===== src/rtl/ram_param_sp_if.sv =====
// ram_param_sp_if: access bus for the single-port parameterised RAM.
// The master drives the request fields; the slave returns the read word and status pulses.
interface ram_param_sp_if #(
    parameter int unsigned DATA_W = 8,
    parameter int unsigned ADDR_W = 7
) ();
    logic              CS;
    logic              read;
    logic              write;
    logic [ADDR_W-1:0] address;
    logic [DATA_W-1:0] write_data;
    logic [DATA_W-1:0] read_data;
    logic              rd_valid;
    logic              busy;
    logic              err;
    logic              par_err;

    modport master (
        output CS, read, write, address, write_data,
        input  read_data, rd_valid, busy, err, par_err
    );

    modport slave (
        input  CS, read, write, address, write_data,
        output read_data, rd_valid, busy, err, par_err
    );
endinterface


===== src/rtl/ram_param_sp.sv =====
// ram_param_sp: single-port RAM with a post-reset clear sweep and registered read port.
// After reset the array is zeroed one word per cycle (busy high); accesses are then accepted.
// Optional feature: define RAM_PARITY_EN to store an even-parity bit per word and flag
// mismatches on read through par_err.
module ram_param_sp #(
    parameter int unsigned DATA_W = 8,
    parameter int unsigned ADDR_W = 7
) (
    input logic           clk,
    input logic           rst,
    ram_param_sp_if.slave bus
);
    localparam int unsigned DEPTH = 2 ** ADDR_W;
`ifdef RAM_PARITY_EN
    localparam int unsigned MEM_W = DATA_W + 1;
`else
    localparam int unsigned MEM_W = DATA_W;
`endif

    typedef enum logic [0:0] {StClear, StIdle} state_e;

    state_e            state_q, state_d;
    logic [ADDR_W-1:0] clr_cnt_q, clr_cnt_d;

    logic [MEM_W-1:0]  mem [DEPTH];
    logic [MEM_W-1:0]  wr_word;
    logic [MEM_W-1:0]  rd_word;
    logic              rd_par_fail;

    logic              do_wr;
    logic              do_rd;
    logic              reject;

    logic [DATA_W-1:0] read_data_q;
    logic              rd_valid_q;
    logic              err_q;
    logic              par_err_q;

    assign rd_word = mem[bus.address];

`ifdef RAM_PARITY_EN
    // Parity bit sits above the data; an all-zero word (as left by the sweep) is consistent.
    assign wr_word     = {^bus.write_data, bus.write_data};
    assign rd_par_fail = ^rd_word;
`else
    assign wr_word     = bus.write_data;
    assign rd_par_fail = 1'b0;
`endif

    // Next-state logic: the sweep walks every address once, then parks in idle.
    always_comb begin
        state_d   = state_q;
        clr_cnt_d = clr_cnt_q;
        case (state_q)
            StClear: begin
                clr_cnt_d = clr_cnt_q + 1'b1;
                if (clr_cnt_q == {ADDR_W{1'b1}}) begin
                    state_d = StIdle;
                end
            end
            StIdle: begin
                state_d = StIdle;
            end
            default: begin
                state_d = StClear;
            end
        endcase
    end

    // Access decode: simultaneous read+write, or any request during the sweep, is rejected.
    always_comb begin
        do_wr  = 1'b0;
        do_rd  = 1'b0;
        reject = 1'b0;
        if (bus.CS && (bus.read || bus.write)) begin
            if (state_q == StClear || (bus.read && bus.write)) begin
                reject = 1'b1;
            end else if (bus.write) begin
                do_wr = 1'b1;
            end else begin
                do_rd = 1'b1;
            end
        end
    end

    // State and sweep counter registers.
    always_ff @(posedge clk) begin
        if (rst) begin
            state_q   <= StClear;
            clr_cnt_q <= '0;
        end else begin
            state_q   <= state_d;
            clr_cnt_q <= clr_cnt_d;
        end
    end

    // Storage array; deliberately not reset so contents only become zero via the sweep.
    always_ff @(posedge clk) begin
        if (!rst) begin
            if (state_q == StClear) begin
                mem[clr_cnt_q] <= '0;
            end else if (do_wr) begin
                mem[bus.address] <= wr_word;
            end
        end
    end

    // Registered read port and one-cycle status pulses.
    always_ff @(posedge clk) begin
        if (rst) begin
            read_data_q <= '0;
            rd_valid_q  <= 1'b0;
            err_q       <= 1'b0;
            par_err_q   <= 1'b0;
        end else begin
            rd_valid_q <= do_rd;
            err_q      <= reject;
            par_err_q  <= do_rd && rd_par_fail;
            if (do_rd) begin
                read_data_q <= rd_word[DATA_W-1:0];
            end
        end
    end

    assign bus.read_data = read_data_q;
    assign bus.rd_valid  = rd_valid_q;
    assign bus.err       = err_q;
    assign bus.par_err   = par_err_q;
    // Busy follows rst directly so it reads high for the whole reset window.
    assign bus.busy      = rst || (state_q == StClear);

endmodule

===== src/flat_wrapper.sv =====
// flat-port wrapper written by rule: the top's interface ports become plain ports
module ram_param_sp_flat 
#(
    parameter int unsigned DATA_W = 8,
    parameter int unsigned ADDR_W = 7
)
  (clk, rst, bus_CS, bus_read, bus_write, bus_address, bus_write_data, bus_read_data, bus_rd_valid, bus_busy, bus_err, bus_par_err);
  ram_param_sp_if #(.DATA_W(DATA_W), .ADDR_W(ADDR_W)) bus_i ();
  input logic clk;
  input logic rst;
  input wire logic [$bits(bus_i.CS)-1:0] bus_CS;
  input wire logic [$bits(bus_i.read)-1:0] bus_read;
  input wire logic [$bits(bus_i.write)-1:0] bus_write;
  input wire logic [$bits(bus_i.address)-1:0] bus_address;
  input wire logic [$bits(bus_i.write_data)-1:0] bus_write_data;
  output wire logic [$bits(bus_i.read_data)-1:0] bus_read_data;
  output wire logic [$bits(bus_i.rd_valid)-1:0] bus_rd_valid;
  output wire logic [$bits(bus_i.busy)-1:0] bus_busy;
  output wire logic [$bits(bus_i.err)-1:0] bus_err;
  output wire logic [$bits(bus_i.par_err)-1:0] bus_par_err;
  assign bus_i.CS = bus_CS;
  assign bus_i.read = bus_read;
  assign bus_i.write = bus_write;
  assign bus_i.address = bus_address;
  assign bus_i.write_data = bus_write_data;
  assign bus_read_data = bus_i.read_data;
  assign bus_rd_valid = bus_i.rd_valid;
  assign bus_busy = bus_i.busy;
  assign bus_err = bus_i.err;
  assign bus_par_err = bus_i.par_err;
  ram_param_sp #(.DATA_W(DATA_W), .ADDR_W(ADDR_W)) u_core (.clk(clk), .rst(rst), .bus(bus_i));
endmodule

===== config.mk =====
export PLATFORM = sky130hd
export DESIGN_NAME = ram_param_sp_flat
export DESIGN_NICKNAME = d
export VERILOG_FILES = /design/src/rtl/ram_param_sp_if.sv /design/src/rtl/ram_param_sp.sv /design/src/flat_wrapper.sv
export SDC_FILE = /design/constraint.sdc
export NUM_CORES = 1
export LEC_CHECK = 0
export BUFFER_PORTS_ARGS = -buffer_cell sky130_fd_sc_hd__buf_2
export CORE_MARGIN = 2
export CORE_UTILIZATION = 40
export DETAILED_ROUTE_END_ITERATION = 10
export GPL_ROUTABILITY_DRIVEN = 0
export PLACE_DENSITY_LB_ADDON = 0.2
export SETUP_SLACK_MARGIN = 0.3
export SLEW_MARGIN = 20
export SYNTH_ARGS = -nofsm -noshare
export SYNTH_HDL_FRONTEND = slang
export SYNTH_SLANG_ARGS = --single-unit

===== constraint.sdc =====
create_clock -name clk -period 3.4 [get_ports clk]
set_clock_uncertainty 0.15 [all_clocks]
set_input_delay 0.34 -clock clk [delete_from_list [all_inputs] [get_ports clk]]
set_output_delay 0.34 -clock clk [all_outputs]
set_load 0.02 [all_outputs]

; After elaboration in Yosys (flattened, before gate mapping)
; Memory sizes are Yosys's and may differ from the RTL's. A register that Yosys moved wholly into a read port is not among the register bits.
; Index checks and enable logic that the tools add are counted.
[op_classes]
add_sub_neg = 1
n_mul = 0
div = 0
order_cmp = 0
eq_ne = 1
shift = 0
mux = 19
n_bitwise = 2
n_reduce_logical = 7
[op_table]
columns = operator, count
row1 = $mux 1, 16
row2 = $mux 8, 1
row3 = $reduce_or 8->1, 1
row4 = $add 7x1->7 const B, 1
row5 = $eq 7x7->1 const B, 1
row6 = $mux 7, 1
row7 = $logic_or 1x1->1, 3
row8 = $logic_and 1x1->1, 2
row9 = $not 1->1, 2
row10 = $pmux 1 s2, 1
row11 = $reduce_or 2->1, 1
[totals]
regBits = 10
latch_bits = 0
ramBits = 1024
romBits = 0
elab_cells = 35
mem_count = 1
[memory_table]
columns = memory, words, word_bits, read_ports, rd_clocked_by_memory_dff, wr, line
row1 = u_core.mem, 128, 8, 1, 1, 1, ram_param_sp.sv:25  ; logic [MEM_W-1:0] mem [DEPTH];

; Depth between registers and ports, before layout
[logic_depth]
word_depth = 10
mapped_depth = 10
mapped_depth_nobuf = 6

; Worst setup path before layout
; OpenSTA, ideal clock, no wires.
[synth_timing]
path_kind = reg-to-reg
from = register u_core.state_q
to = memory u_core.mem[0][0] in the netlist's numbering (data pin)
setup_ns = 0.535
arrival_time_ns = 3.038
setup_slack_ns = -0.323
path_stages_with_launch = 8
period_less_slack_ns = 3.723
path_cell_list = dfxtp_1 > buf_2 > nand4b_1 > nor2_1 > buf_2 > buf_2 > clkbuf_1 > and2_1
[synth_between]
elab_chain_len = 10
[synth_lines]
columns = element, line
row1 = from (decl), ram_param_sp.sv:22  ; state_e state_q, state_d;
row2 = from (signal assigned), ram_param_sp.sv:89  ; state_q <= StClear;
row3 = from (signal assigned), ram_param_sp.sv:92  ; state_q <= state_d;
row4 = $not 1->1, ram_param_sp.sv:76  ; if (state_q == StClear || (bus.read && bus.write)) begin
row5 = $logic_or 1x1->1, ram_param_sp.sv:76
row6 = $mux 1, ram_param_sp.sv:76
row7 = $mux 1, ram_param_sp.sv:75  ; if (bus.CS && (bus.read || bus.write)) begin
row8 = $mux 1, ram_param_sp.sv:102  ; end else if (do_wr) begin
row9 = $mux 1 (*), ram_param_sp.sv:100  ; if (state_q == StClear) begin
row10 = $mux 1 (*), ram_param_sp.sv:99  ; if (!rst) begin
row11 = $mux 1 (not written as such) (*), ram_param_sp.sv:103  ; mem[bus.address] <= wr_word;
row12 = $reduce_or 8->1 (no line) (*), n/a
row13 = $mux 8 (no line) (*), n/a
row14 = to (decl), ram_param_sp.sv:25
; Mark *: on every way between the ends. The rest lies on a longest branch, timed or not.

; Worst setup path in the final report
[layout_timing]
from = register u_core.state_q
to = memory u_core.mem[116][2] in the netlist's numbering, enable pin
[layout_between]
elab_chain_len = 10
[layout_lines]
columns = element, line
row1 = $not 1->1, ram_param_sp.sv:76
row2 = $logic_or 1x1->1, ram_param_sp.sv:76
row3 = $mux 1, ram_param_sp.sv:76
row4 = $mux 1, ram_param_sp.sv:75
row5 = $mux 1, ram_param_sp.sv:102
row6 = $mux 1, ram_param_sp.sv:100
row7 = $mux 1, ram_param_sp.sv:99
row8 = $mux 1 (not written as such), ram_param_sp.sv:103
row9 = $reduce_or 8->1 (no line), n/a
row10 = $mux 7 (no line) or $mux 1 (tied branches), n/a
; Parallel ways exist; a longest one is shown, timed or not.

==> metrics.txt <==
worst reg-to-reg path cell count=9; Post-synth top flop=edfxtp_1; DR DRC count=0; Syn Area/Cell=between 20 and 25 sq um; hold path cells=2; # port buffers=30; post-synthesis cell count=2,021; crit path time final=2830 ps; top cell family by delay on the critical path=simple AND/OR/NAND/NOR gates; Core ar.=101,000 sq um; Slew HR=0.522; Num CTS Buffers=104; crit share post-route=0.831; xor/xnor share of the synthesized area=0.000858; leakage power=between 15 and 20 nW; critical-path maximum fanout=15; Worst Path Arrival=3030 ps; #FFs+latches synth=approximately 1,000; Routed WL per cell=27.3 um; maximum vdd drop=0.351 mV; vias per cell=5.56; Worst setup SP type=flip-flop; commonest non-fill, non-tap cell in the layout=edfxtp_1; DP Worst Slack=147 ps; area grow syn2layout=17.7%; most frequent cells in the layout=edfxtp_1, buf_4, mux4_2; Mapped Nets=between 2,000 and 2,500; drt total wl=104,000 um; Levels on crit path=9; post-layout worst setup margin=approximately 570 ps; Synth cell types=58; worst-case clock buffer depth=3; Post-Synth Simple-Gate Area=0.0348; Die X=323 um; CP most frequent cell=buf_4; Hold WC Path Type=primary input to flip-flop; layout cell share with drive strength beyond 1=0.294; pwr/cell area=544 nW/um^2; IO Count=32; GRT overflow=0; Slew @ Worst Pin=711 ps; yosys warns=0; combinational family with the most area after synthesis=multiplexers; later-pin clock latency in the skew report=around 700 ps; max_cap viols=0; critical path's slowest cell=nor2_4; vias in the first global route=21,300; die area=around 100,000 sq um; Seq/Total Area, Yosys=0.762; setup bufs post-CTS=0; clock root buffer=clkbuf_16; fraction of synthesized area in multiplexers=0.142; Fin Setup TNS=0 ps; CP Class=flip-flop to flip-flop; Reg area=31,100 sq um; Max Transition Viols Final=0; clock sink total=1,042; asr flop ratio synth=0; CP endpoint kind=flip-flop; largest net degree at the start of global routing=just over 90; Compound-Gate Fraction of Synth Area=0.0399; CTS H-Tree Depth=3; DRT Pass-1 Iters=5; f_max=354 MHz; fillers=8,431; global-route wire length before repair=151,000 um; Final setup viols=0; Starting Density=0.402; Cell Area, Synth=40,800 sq um; fin nets=2,374; DP HPWL=67,400 um; all-layer global routing usage=0.200; Multi-input gate area=approximately 8900 sq um; CP peak stage delay=410 ps; Post-synth EDFFs=1,024; 1st-iter DRT viols=2,255; CTS clk-pin slew, worst paths=60 ps; ANT nets after route=0; Cell Rows=between 100 and 150; RSZ-0062 raised after global routing=false; Via Count=~21,000; Fin. Hold Viols=0; Buf+Inv Stages, Crit Path=3; Die Span Y=about 320 um; Worst EP required=3600 ps; outcome=finished, final reports clean; initial antenna violation count=4; Post-Synth Adder-Cell Area=0.000307; CTS tree=built; critical path, cell by cell=nand4b_1 -> nor2_4 -> buf_4 -> nand3_1 -> o31ai_1 -> nand2_1 -> buf_4 -> nor2_1 -> buf_4
## synth_stat cells, drive strengths merged, types with 8 or more instances
| cell | instances | area [sq um] |
|---|---|---|
| a221oi | 16 | 140 |
| mux2 | 8 | 90.1 |
| edfxtp | 1024 | 30700 |
| and2 | 11 | 68.8 |
| nand3 | 11 | 55.1 |
| a22o | 22 | 193 |
| nor2 | 160 | 601 |
| o221ai | 24 | 210 |
| o22ai | 8 | 50.1 |
| a211oi | 13 | 103 |
| clkbuf | 41 | 154 |
| nand2 | 70 | 263 |
| a21o | 8 | 60.1 |
| nor2b | 16 | 100 |
| mux2i | 94 | 941 |
| dfxtp | 18 | 360 |
| o21ai | 29 | 145 |
| buf | 77 | 637 |
| a32o | 13 | 130 |
| mux4 | 211 | 4760 |
| nand2b | 12 | 75.1 |
| a21oi | 23 | 115 |
| nor4 | 19 | 125 |
| a22oi | 29 | 218 |
## final timing paths
path / startpoint / endpoint / slack [ps]
setup reg to reg: u_core.state_q / u_core.mem[116][2] / 570
setup / recovery: u_core.state_q / u_core.mem[116][2] / 570
hold / removal: bus_write_data[4] / u_core.mem[82][4] / 90
hold reg to reg: u_core.clr_cnt_q[6] / u_core.clr_cnt_q[6] / 390
## kinds of logic after synthesis
kind of cell	count (synthesis)
other	1
flip-flops	1042
AO/OA/AOI/OAI	218
XOR/XNOR	4
AND/OR/NAND/NOR	319
adder cells (fa/ha/maj)	1
buffers and inverters	123
multiplexers	313
## metrics by stage
stage	cells	hold slack, ps	total power [mW]	utilization	instance area, sq um
2_1_floorplan	2021	320	14.8	-	40800
3_3_place_gp	3608	356	15.2	0.440	44600
3_5_place_dp	3608	374	15.2	0.440	44600
4_1_cts	3805	57.5	26.4	0.473	48000
5_1_grt	3805	90.3	26.9	0.473	48000
6_report	3806	94.4	26.1	0.473	48000
## routing by layer
metal  GRT usage  vias to the layer above  wire length, um
met2       0.316                      752            49100
met1       0.289                    11200            45800
met3      0.0279                      164             6350
li1            -                     9045                -
met5           0                        -               23
met4      0.0604                        4             2650
## worst register-to-register path, delay by kind of cell (launching register included)
family	cells	cell delay (ps)
buffers and inverters	3	710
AO/OA/AOI/OAI	1	140
flip-flops	1	330
AND/OR/NAND/NOR	5	1160
## area by class of cell
type                       count  area share
clock inverter                64      0.0134
antenna                        1   0.0000521
sequential                  1042       0.648
clock buffer                 126      0.0559
tap                         1368      0.0356
timing repair buffer         344      0.0608
multi-input combinational    856       0.186
inverter                       5    0.000391
## sequential cells by signal (all words and copies together), names as in the netlist
register	count
u_core.bus.err	1
u_core.bus.rd_valid	1
u_core.bus.read_data	8
u_core.clr_cnt_q	7
u_core.mem	1024
u_core.state_q	1
## timing repair
action,CTS,global route
resized for setup,0,2
setup endpoints to repair,0,79
hold endpoints to repair,35,0
hold buffers,7,0
## report_power, final
group | total (mW) | internal, mW | switching [mW]
sequential | 13.9 | 13.9 | 0.00943
combinational | 0.981 | 0.409 | 0.573
clock | 11.2 | 6.47 | 4.78
(Power assumes the default switching activity.)
